$ cat config.mk
export PLATFORM = sky130hd
export DESIGN_NAME = direction_scheduler
export DESIGN_NICKNAME = d
export VERILOG_FILES = /design/src/rtl/direction_scheduler.sv
export SDC_FILE = /design/constraint.sdc
export NUM_CORES = 1
export LEC_CHECK = 0
export BUFFER_PORTS_ARGS = -buffer_cell sky130_fd_sc_hd__buf_2
export CAP_MARGIN = 30
export CORE_UTILIZATION = 25
export CTS_BUF_LIST = sky130_fd_sc_hd__clkbuf_8
export DETAILED_ROUTE_END_ITERATION = 10
export SYNTH_ARGS = -nofsm -noshare
export SYNTH_HDL_FRONTEND = slang
export SYNTH_SLANG_ARGS = --single-unit
$ cat constraint.sdc
create_clock -name clk -period 3.3 [get_ports clk]
set_input_delay 0.66 -clock clk [delete_from_list [all_inputs] [get_ports clk]]
set_output_delay 0.66 -clock clk [all_outputs]
set_load 0.03 [all_outputs]
$ cat src/rtl/direction_scheduler.sv
// rtl/direction_scheduler.sv - snake direction sequencer: key decode, direction FIFO, step tick, pause/reset FSM
module direction_scheduler #(
    parameter int QUEUE_DEPTH = 4,
    parameter int TICK_DIV    = 25_000_000
) (
    input  logic                         clk,
    input  logic                         reset_n,
    input  logic                         key_valid,
    input  logic [7:0]                   key_code,
    output logic [4:0]                   direction,
    output logic                         step,
    output logic                         game_reset,
    output logic                         paused,
    output logic [$clog2(QUEUE_DEPTH):0] queue_count,
    output logic                         overflow
);
    localparam int AW = $clog2(QUEUE_DEPTH);
    localparam int QW = AW + 1;
    localparam int CW = $clog2(TICK_DIV);
    localparam logic [CW-1:0] TICK_MAX = CW'(TICK_DIV - 1);
    localparam logic [QW-1:0] FULL     = QW'(QUEUE_DEPTH);
    localparam logic [4:0]    DIR_IDLE = 5'b00001;

    typedef enum logic [1:0] {IDLE, RUN, PAUSED} state_t;

    state_t          state_q, state_d;
    logic [CW-1:0]   cnt_q, cnt_d;
    logic [4:0]      dir_q, dir_d;
    logic [AW-1:0]   wr_q, wr_d, rd_q, rd_d;
    logic [QW-1:0]   count_q, count_d;
    logic            step_q, step_d, grst_q, grst_d, ovf_q, ovf_d;
    logic [1:0]      mem_q [QUEUE_DEPTH];

    logic            is_dir, is_enter, is_space, push, pop, wrap, dup;
    logic [1:0]      key_dir, popped, last;

    // Codes: 0 up, 1 left, 2 down, 3 right; the reverse of a code is code ^ 2.
    function automatic logic [4:0] to_onehot(input logic [1:0] c);
        return 5'b00010 << c;
    endfunction

    always_comb begin
        is_dir  = key_valid;
        key_dir = 2'd0;
        case (key_code)
            8'h1D:   key_dir = 2'd0;
            8'h1C:   key_dir = 2'd1;
            8'h1B:   key_dir = 2'd2;
            8'h23:   key_dir = 2'd3;
            default: is_dir  = 1'b0;
        endcase
    end

    assign is_enter = key_valid && (key_code == 8'h5A);
    assign is_space = key_valid && (key_code == 8'h29);
    assign wrap     = (state_q == RUN) && (cnt_q == TICK_MAX);
    assign popped   = mem_q[rd_q];
    assign last     = mem_q[wr_q - 1'b1];

    always_comb begin
        state_d = state_q;
        cnt_d   = cnt_q;
        dir_d   = dir_q;
        wr_d    = wr_q;
        rd_d    = rd_q;
        count_d = count_q;
        step_d  = 1'b0;
        grst_d  = 1'b0;
        ovf_d   = 1'b0;
        push    = 1'b0;
        pop     = 1'b0;
        dup     = 1'b0;
        if (is_enter) begin
            state_d = IDLE;
            cnt_d   = '0;
            dir_d   = DIR_IDLE;
            wr_d    = '0;
            rd_d    = '0;
            count_d = '0;
            grst_d  = 1'b1;
        end else begin
            case (state_q)
                IDLE: begin
                    if (is_dir) begin
                        dir_d   = to_onehot(key_dir);
                        state_d = RUN;
                        cnt_d   = '0;
                    end
                end
                RUN: begin
                    cnt_d = wrap ? '0 : cnt_q + 1'b1;
                    if (is_space) state_d = PAUSED;
                    if (wrap) begin
                        step_d = 1'b1;
                        if (count_q != '0) begin
                            pop = 1'b1;
                            if (to_onehot(popped ^ 2'd2) != dir_q) dir_d = to_onehot(popped);
                        end
                    end
                end
                PAUSED: begin
                    if (is_space) state_d = RUN;
                end
                default: state_d = IDLE;
            endcase
            // Dedupe looks at the newest queued entry, or the live direction when the queue is empty.
            if (state_q != IDLE && is_dir) begin
                dup = (count_q != '0) ? (key_dir == last) : (to_onehot(key_dir) == dir_q);
                if (!dup) begin
                    if (count_q == FULL && !pop) ovf_d = 1'b1;
                    else                         push  = 1'b1;
                end
            end
            if (push) wr_d = wr_q + 1'b1;
            if (pop)  rd_d = rd_q + 1'b1;
            count_d = count_q + QW'(push) - QW'(pop);
        end
    end

    always_ff @(posedge clk or negedge reset_n) begin
        if (!reset_n) begin
            state_q <= IDLE;
            cnt_q   <= '0;
            dir_q   <= DIR_IDLE;
            wr_q    <= '0;
            rd_q    <= '0;
            count_q <= '0;
            step_q  <= 1'b0;
            grst_q  <= 1'b0;
            ovf_q   <= 1'b0;
        end else begin
            state_q <= state_d;
            cnt_q   <= cnt_d;
            dir_q   <= dir_d;
            wr_q    <= wr_d;
            rd_q    <= rd_d;
            count_q <= count_d;
            step_q  <= step_d;
            grst_q  <= grst_d;
            ovf_q   <= ovf_d;
        end
    end

    always_ff @(posedge clk) begin
        if (push) mem_q[wr_q] <= key_dir;
    end

    assign direction   = dir_q;
    assign step        = step_q;
    assign game_reset  = grst_q;
    assign paused      = (state_q == PAUSED);
    assign queue_count = count_q;
    assign overflow    = ovf_q;
endmodule

==> Word level (Yosys, flattened, before mapping) <==
Memories as Yosys holds them, arrays and structs flattened.
Index checks and enable logic that the tools add are counted.
W data, S select, Z words.
{ "word_totals": {"in_bits": 11, "n_memories": 1, "reg_bits": 42, "ramBits": 8, "out_inout_bits": 12, "wordCells": 97} }
{ "classes": {"n_eq_ne": 19, "reduce_logical": 16, "n_mux": 42, "add_sub_neg": 6, "n_bitwise": 1, "shift": 3} }
{ "memory_table": {"columns": ["memory", "depth", "width", "rd", "rd_clocked_by_memory_dff", "wr", "line", "source"], "rows": [
  ["mem_q", 4, 2, 2, 0, 1, "32", "logic [1:0] mem_q [QUEUE_DEPTH];"]
]} }
{ "ops": {"columns": ["cell", "n"], "rows": [
  ["$mux W25", 3],
  ["$pmux W25 S2", 1],
  ["$add A25 B1 Y25 const B", 1],
  ["$eq A25 B25 Y1 const B", 1],
  ["$mux W5", 5],
  ["$eq A8 B5 Y1 const B", 3],
  ["$mux W1", 21],
  ["$eq A8 B6 Y1 const B", 2],
  ["$mux W2", 8],
  ["$shl A2 B2 Y5 const A", 3],
  ["$pmux W2 S3", 2],
  ["$pmux W5 S2", 1],
  ["$ne A3 B3 Y1 const B", 3],
  ["$eq A8 B7 Y1 const B", 1],
  ["$ne A3 B2 Y1 const B", 2],
  ["$reduce_bool A2 Y1", 3],
  ["$reduce_bool A3 Y1", 2],
  ["$eq A5 B5 Y1", 1],
  ["$logic_and A1 B1 Y1", 5],
  ["$ne A5 B5 Y1", 1],
  ["$reduce_and A5 Y1", 1],
  ["$add A2 B1 Y2 const B", 2],
  ["$reduce_or A4 Y1", 1],
  ["$add A3 B1 Y3", 1],
  ["13 further kinds", 13]
]} }

==> Depth between registers and ports, before layout <==
Gate-level depths: netlist of the first run.
{ "depth": {"ltp_word": 14, "mapped_depth": 17, "depth_no_buf": 15} }

==> Worst setup path before layout of the first run <==
OpenSTA, ideal clock, no wires.
{ "synth_path": {"path_type": "input to register", "start": "input key_code[7]", "end": "register count_q[2], in the netlist queue_count[2]", "cell_stages": 16, "arrival_ns": 3.605, "path_buffers": 1, "slack_ns": -0.430, "required_ns": 3.175, "cell_sequence": "or4b_4 or4_4 nand2_2 xnor2_1 a311oi_1 and3_1 buf_6 inv_1 ha_1 inv_1 ha_1 inv_1 fa_1 xor2_1 xnor2_1 nor2_1"} }
{ "synth_between": {"elab_chain_cells": 11, "word_cells_on_any_way": 20, "cone_classes": "add/sub: 2; eq/ne: 7; shift: 1; mux: 7; reduce/logical: 3"} }
{ "synth_rtl": {"columns": ["item", "line", "source"], "rows": [
  ["start: declaration", "9", "input logic [7:0] key_code,"],
  ["$eq A8 B6 Y1 or $eq A8 B5 Y1 (tied branches)", "45", "case (key_code)"],
  ["$pmux W2 S3 *", "45", null],
  ["named net key_dir[0]", "35", "logic [1:0] key_dir, popped, last;"],
  ["$shl A2 B2 Y5", "39", "return 5'b00010 << c;"],
  ["$eq A5 B5 Y1", "108", "dup = (count_q != '0) ? (key_dir == last) : (to_onehot(key_dir) == dir_q);"],
  ["$mux W1 *", "108", null],
  ["$mux W1 *", "109", "if (!dup) begin"],
  ["$mux W1 *", "107", "if (state_q != IDLE && is_dir) begin"],
  ["$mux W1 *", "73", "if (is_enter) begin"],
  ["$add A3 B1 Y3 *", "116", "count_d = count_q + QW'(push) - QW'(pop);"],
  ["$sub A3 B1 Y3 *", "116", null],
  ["$mux W3 *", "73", null],
  ["named net count_d[2]", "30", "logic [QW-1:0] count_q, count_d;"],
  ["end signal: assignment", "137", "count_q <= count_d;"],
  ["end: declaration", "30", null]
]} }
The timed path passes the listed nets; every way through them passes the cells marked *. The select of a mux whose other input is x is not followed.
A chain may end at the register's enable or synchronous reset.

==> Worst setup path in the final report of the first run <==
Same ends and word-level chain as after synthesis.

==> impl_metrics.yaml, run 1 <==
grt:
  antenna_found_initial: 0
  grt_pass1_wl_microns: 12100
  globalRouteTotalUtil_pct: 11.99
  grt_max_degree: 38
  grt-ovfl-total: 0
  grt_pass1_vias: 2508
synth:
  ys_warn_count: 0
  synth_edf_count: 8
  ys_ff_latch: 50
  yosysSeqAreaShare_pct: 42.74
  yosysTopAreaCell: "dfrtp_1"
  syn_nets: 334
  yosysTopAreaCellShare_pct: 33.93
  syn_inst: 315
  yosys-top-cells-area: "dfrtp_1, edfxtp_1, xnor2_1, mux2i_1, o21ai_0"
  synth_ff_type: "dfrtp_1"
  netlist_area_sq_um: 3024
  async_reset_ff_share_pct: 84.00
  avgSynthCellArea_sq_um: 9.600
  yosysUniqueCellTypes: 57
detailed_routing:
  drt_iter0_drc: 134
  via_count: 2536
  drc: 3
  drtAntennaViolNets: 0
  dr.pass1.iters: 7
  detail_route.wl_per_cell_microns: 14.22
  wl_microns: 7181
  via_per_inst: 5.022
power:
  combPwrFrac_pct: 26.7
  net-switching-power_uw: 560.2
  p_int_uw: 1106
  p_seq_share_pct: 47.3
  swShare_pct: 33.61
  p_leak_uw: 0.001512
  clkPwrFrac_pct: 26.0
  ir_drop_uv: 137.3
  powerDensity_nw_per_um2: 454.9
placed_design:
  dpl-instance-area_sq_um: 3512
  place_congestion: 0.7897
  dp_cells: 496
  dpl.hpwl_microns: 5205
  portBuffers: 22
timing:
  fmax_ghz: 0.2934
  final-hold-violation-count: 0
  worst_slack_ns: -0.1084
  rsz0062_at_grt: "true"
  maxSlewHeadroom_pct: 38.34
  period_minus_slack_ns: 3.408
  fin_worst_skew_ns: 0.01063
  fin_crit_sh_pct: 103.3
  tightest_slew_ns: 0.9230
  setup_viol: 1
  timing.final.max_slew_violations: 0
cells_and_area:
  drive_gt1_share_pct: 23.76
  multi_input_area_sq_um: 1663
  finalNonFillerCells: 505
  area_delta_synth_final_pct: 21.14
  layout_commonest_cell: "dfrtp_1"
  num_antenna_cells: 0
  fillers: 1184
  seqCellArea_sq_um: 1292
  nets: 380
  stdcell_area_sq_um: 3664
  layout_common_cells: "dfrtp_1, nor2_1, buf_4"
  fin_util_pct: 31.54
setup_path:
  rr_worst_depth: 15
  startpoint_type: "input pin"
  critical_path.max_fanout: 4
  cp_data_required_time_ns: 3.48
  end_kind: "flop"
  critPathArrivalTime_ns: 3.59
  setup.worst_path.class: "input pin to flop"
die:
  rows: 39
  chipWidth_microns: 112.0
  start_util_pct: 26.04
  die_h_microns: 112.0
  num_io_pins: 23
  core-area_sq_um: 11610
  die_area_sq_um: 12540
worst_hold_path:
  hold_path_class: "input pin to asynchronous set/reset pin"
clock_tree:
  htreeDepth: 2
  clk_latency_ns: 0.31
  root_buffer: "clkbuf_8"
  cts_buffers: 5
  clk_path_buf_depth: 2
  clock-sinks: 50
  clk_pin_slew_ns: 0.09
  cts_tree: "built"
outcome:
  status: "finished, violations left"
  violations: "DRC, setup timing"
run:
  maxCapViolCount: 0
-- Yosys cell counts, drive strengths merged (6+ instances only) --
master and n:
nor3 6, nand2 26, edfxtp 8, mux2i 13
and2 7, and3 8, nand4 7, a211oi 7
nand3 11, clkbuf 7, o21ai 28, a2111oi 6
inv 16, buf 6, a21oi 9, ha 7
dfrtp 41, xnor2 15, nor2 33
-- per-stage QoR --
stage	power, uW	TNS [ns]	hold slack (ns)	setup slack, ns
after global placement	1218	-0.5960	0.4884	-0.3958
after detailed placement	1235	-1.058	0.4954	-0.4673
after CTS	1671	-0.1342	0.1639	-0.1342
after global routing	1776	-0.2316	0.1604	-0.2117
after floorplan	1091	-0.4499	0.3644	-0.3272
final	1667	-0.1084	0.1695	-0.1084
-- worst max-delay path: stages --
cell and delay, ns:
buf_6 0.09, or4b_4 0.57, or4_4 0.47, nand2_4 0.10, xnor2_2 0.08, a311oi_2 0.25, and3_1 0.24, inv_2 0.05
ha_4 0.20, inv_2 0.06, ha_4 0.11, inv_2 0.03, fa_2 0.32, xor2_1 0.16, xnor2_1 0.13, nor2_1 0.05
-- timing repair --
action	in CTS	in global routing
gates resized for setup	1	5
endpoints found under the setup margin	1	2
setup buffers	0	1
hold buffers	0	0
pin swaps	0	0
-- cells by family after synthesis --
logic type	share of synthesized area (%)
mux	6.164
fa+ha+maj	3.558
buf+inv	4.220
simple gates	22.67
compound gates	15.43
flops	42.74
xor+xnor	5.213
-- area by class of cell --
class,instances,area share (%)
clock buffers,5,1.878
repair buffers,52,9.836
well taps,143,4.884
flip-flops and latches,50,35.28
clock inverters,3,1.093
inverters,16,1.639
multi-input cells,236,45.39
-- path summary, 6_finish.rpt --
check | start | to | slack (ns)
worst max-delay path | key_code[7] | queue_count[2]$_DFF_PN0_ | -0.11
worst min-delay path | reset_n | direction[3]$_DFFE_PN0P_ | 0.17
worst max register to register | cnt_q[0]$_DFFE_PN0P_ | queue_count[2]$_DFF_PN0_ | 0.07
worst min register to register | cnt_q[3]$_DFFE_PN0P_ | cnt_q[3]$_DFFE_PN0P_ | 0.51
max in group asynchronous | reset_n | direction[0]$_DFFE_PN1P_ | 2.63
min in group clk | cnt_q[3]$_DFFE_PN0P_ | cnt_q[3]$_DFFE_PN0P_ | 0.51
-- metal layers --
layer | global-route usage, % | share of wire [%] | wire length (microns)
met2 | 18.84 | 45 | 3240
met5 | 0 | 0 | 0
met1 | 15.59 | 48 | 3423
met3 | 3.157 | 5.4 | 385
met4 | 5.067 | 1.8 | 130
-- sequential cells by signal, indices dropped and copies added (netlist names) --
register,count
direction,5
game_reset,1
rd_q,2
step,1
overflow,1
cnt_q,25
queue_count,3
state_q,2
wr_q,2
mem_q,8
-- power by group through the flow --
stage          sequential (uW)  combinational, uW  clock, uW
6_report                   789                444        434
4_1_cts                    787                439        444
3_5_place_dp               799                436          0
2_1_floorplan              815                276          0
5_1_grt                    803                505        468
3_3_place_gp               795                423          0
No activity file was read; power rests on OpenSTA's default activity.
==> inputs of run 2 (changes only) <==
Settings changed: CORE_ASPECT_RATIO set to 0.8, CTS_CLUSTER_SIZE set to 28.
==> impl_metrics.yaml, run 2 (synthesized netlist as in run 1, its figures left out) <==
outcome:
  status: "finished, violations left"
  violations: "DRC, setup timing"
timing:
  whs_ns: 0.3263
  rsz0062_at_grt: "true"
  fin_crit_sh_pct: 102.5
  fmax_ghz: 0.2955
  fin_worst_skew_ns: 0.009304
  maxSlewHeadroom_pct: 47.19
  period_minus_slack_ns: 3.384
  setup_viol: 1
  tightest_slew_ns: 0.7906
  final-hold-violation-count: 0
  timing.final.max_slew_violations: 0
  worst_slack_ns: -0.08414
cells_and_area:
  nets: 386
  layout_commonest_cell: "dfrtp_1"
  fillers: 1206
  num_antenna_cells: 0
  largest_reg_flops: 25
  drive_gt1_share_pct: 25.54
  stdcell_area_sq_um: 3742
  layout_common_cells: "dfrtp_1, buf_4, nor2_1"
  largest_register: "cnt_q"
  area_delta_synth_final_pct: 23.75
detailed_routing:
  via_per_inst: 4.973
  drtAntennaViolNets: 0
  dr.pass1.iters: 7
  drc: 6
  wl_microns: 7398
  drt_iter0_drc: 185
  detail_route.wl_per_cell_microns: 14.34
  via_count: 2566
die:
  die_h_microns: 100.4
  die_area_sq_um: 12540
  core-area_sq_um: 11650
  start_util_pct: 25.96
  num_io_pins: 23
  rows: 35
  chipWidth_microns: 125.0
power:
  net-switching-power_uw: 566.3
  total_power_uw: 1682
  clkPwrFrac_pct: 26.1
  p_leak_uw: 0.001553
  combPwrFrac_pct: 27.0
  swShare_pct: 33.67
  ir_drop_uv: 164.3
  p_int_uw: 1116
  powerDensity_nw_per_um2: 449.5
  p_seq_share_pct: 46.9
setup_path:
  critical_path.max_fanout: 3
  cp_data_required_time_ns: 3.49
  cp_common_cell: "inv_2"
  path_cells: "buf_6 > or4b_4 > or4_4 > nand2_4 > xnor2_2 > a311oi_2 > and3_1 > inv_2 > ha_4 > inv_2 > ha_4 > inv_2 > fa_2 > xor2_1 > xnor2_1 > nor2_1"
  slowest_stage: "or4b_4"
  end_kind: "flop"
  setup.worst_path.class: "input pin to flop"
  slowest_delay_ns: 0.57
  startpoint_type: "input pin"
  critPathArrivalTime_ns: 3.58
  rr_worst_depth: 15
grt:
  grt_max_degree: 23
  grt_pass1_vias: 2523
  globalRouteTotalUtil_pct: 12.55
  antenna_found_initial: 0
  grt-ovfl-total: 0
  grt_pass1_wl_microns: 12540
worst_hold_path:
  hold_path_class: "input pin to asynchronous set/reset pin"
clock_tree:
  clock-sinks: 50
  clk_path_buf_depth: 2
  root_buffer: "clkbuf_8"
  htreeDepth: 2
  cts_buffers: 5
  clk_pin_slew_ns: 0.10
  clk_latency_ns: 0.31
  cts_tree: "built"
placed_design:
  portBuffers: 22
  place_congestion: 0.8118
  dpl.hpwl_microns: 5435
  dpl-instance-area_sq_um: 3548
run:
  maxCapViolCount: 0
[run 2: through the flow]
step | worst slack (ns) | TNS [ns] | utilization (%) | instances
finish | -0.08414 | -0.08414 | 32.13 | 516
global route | -0.1613 | -0.1859 | 32.13 | 516
CTS | -0.1079 | -0.1079 | 31.50 | 513
detailed placement | -0.4836 | -0.7311 | 30.46 | 504
global placement | -0.4023 | -0.6307 | 30.23 | 503
floorplan | -0.3272 | -0.4499 | - | 315
[run 2: power by group through the flow]
stage	clock, uW	combinational (uW)	sequential, uW
after floorplan	0	276	815
after global placement	0	433	795
after detailed placement	0	442	799
after CTS	454	446	787
after global routing	486	514	804
final	439	454	789
[run 2: what timing repair did]
| item | 4_1_cts | 5_1_grt |
|---|---|---|
| endpoints found under the setup margin | 1 | 2 |
| buffers inserted | 1 | 3 |
| resized for setup | 1 | 9 |
| hold buffers | 0 | 0 |
| pin swaps | 1 | 3 |
| cloned | 0 | 0 |
[run 2: per-layer routing]
metal,GRT usage [%],part of all wire [%]
met1,17.89,51
met4,3.659,1.1
met5,0,0
met3,3.571,6.5
met2,18.35,42
[run 2: final timing paths]
check	startpoint	to	slack, ns
setup / recovery	key_code[7]	queue_count[2]$_DFF_PN0_	-0.08
max in group asynchronous	reset_n	direction[0]$_DFFE_PN1P_	2.38
min in group clk	cnt_q[2]$_DFFE_PN0P_	cnt_q[2]$_DFFE_PN0P_	0.51
setup reg to reg	cnt_q[0]$_DFFE_PN0P_	queue_count[2]$_DFF_PN0_	0.15
hold reg to reg	cnt_q[2]$_DFFE_PN0P_	cnt_q[2]$_DFFE_PN0P_	0.51
hold / removal	reset_n	cnt_q[12]$_DFFE_PN0P_	0.33
[run 2: worst max-delay path, delay by kind of cell]
kind,cells,cell delay [ns]
AND/OR/NAND/NOR,5,1.43
adder cells (fa/ha/maj),3,0.63
XOR/XNOR,3,0.40
buffers and inverters,4,0.23
AO/OA/AOI/OAI,1,0.22
[run 2: cell type report]
class	count	area (sq um)	area share [%]
Multi-Input combinational cell	236	1683	44.97
Sequential cell	50	1292	34.54
Timing Repair Buffer	58	410.4	10.97
Tap cell	148	185.2	4.948
Clock buffer	5	68.82	1.839
Inverter	16	60.06	1.605
Clock inverter	3	42.54	1.137
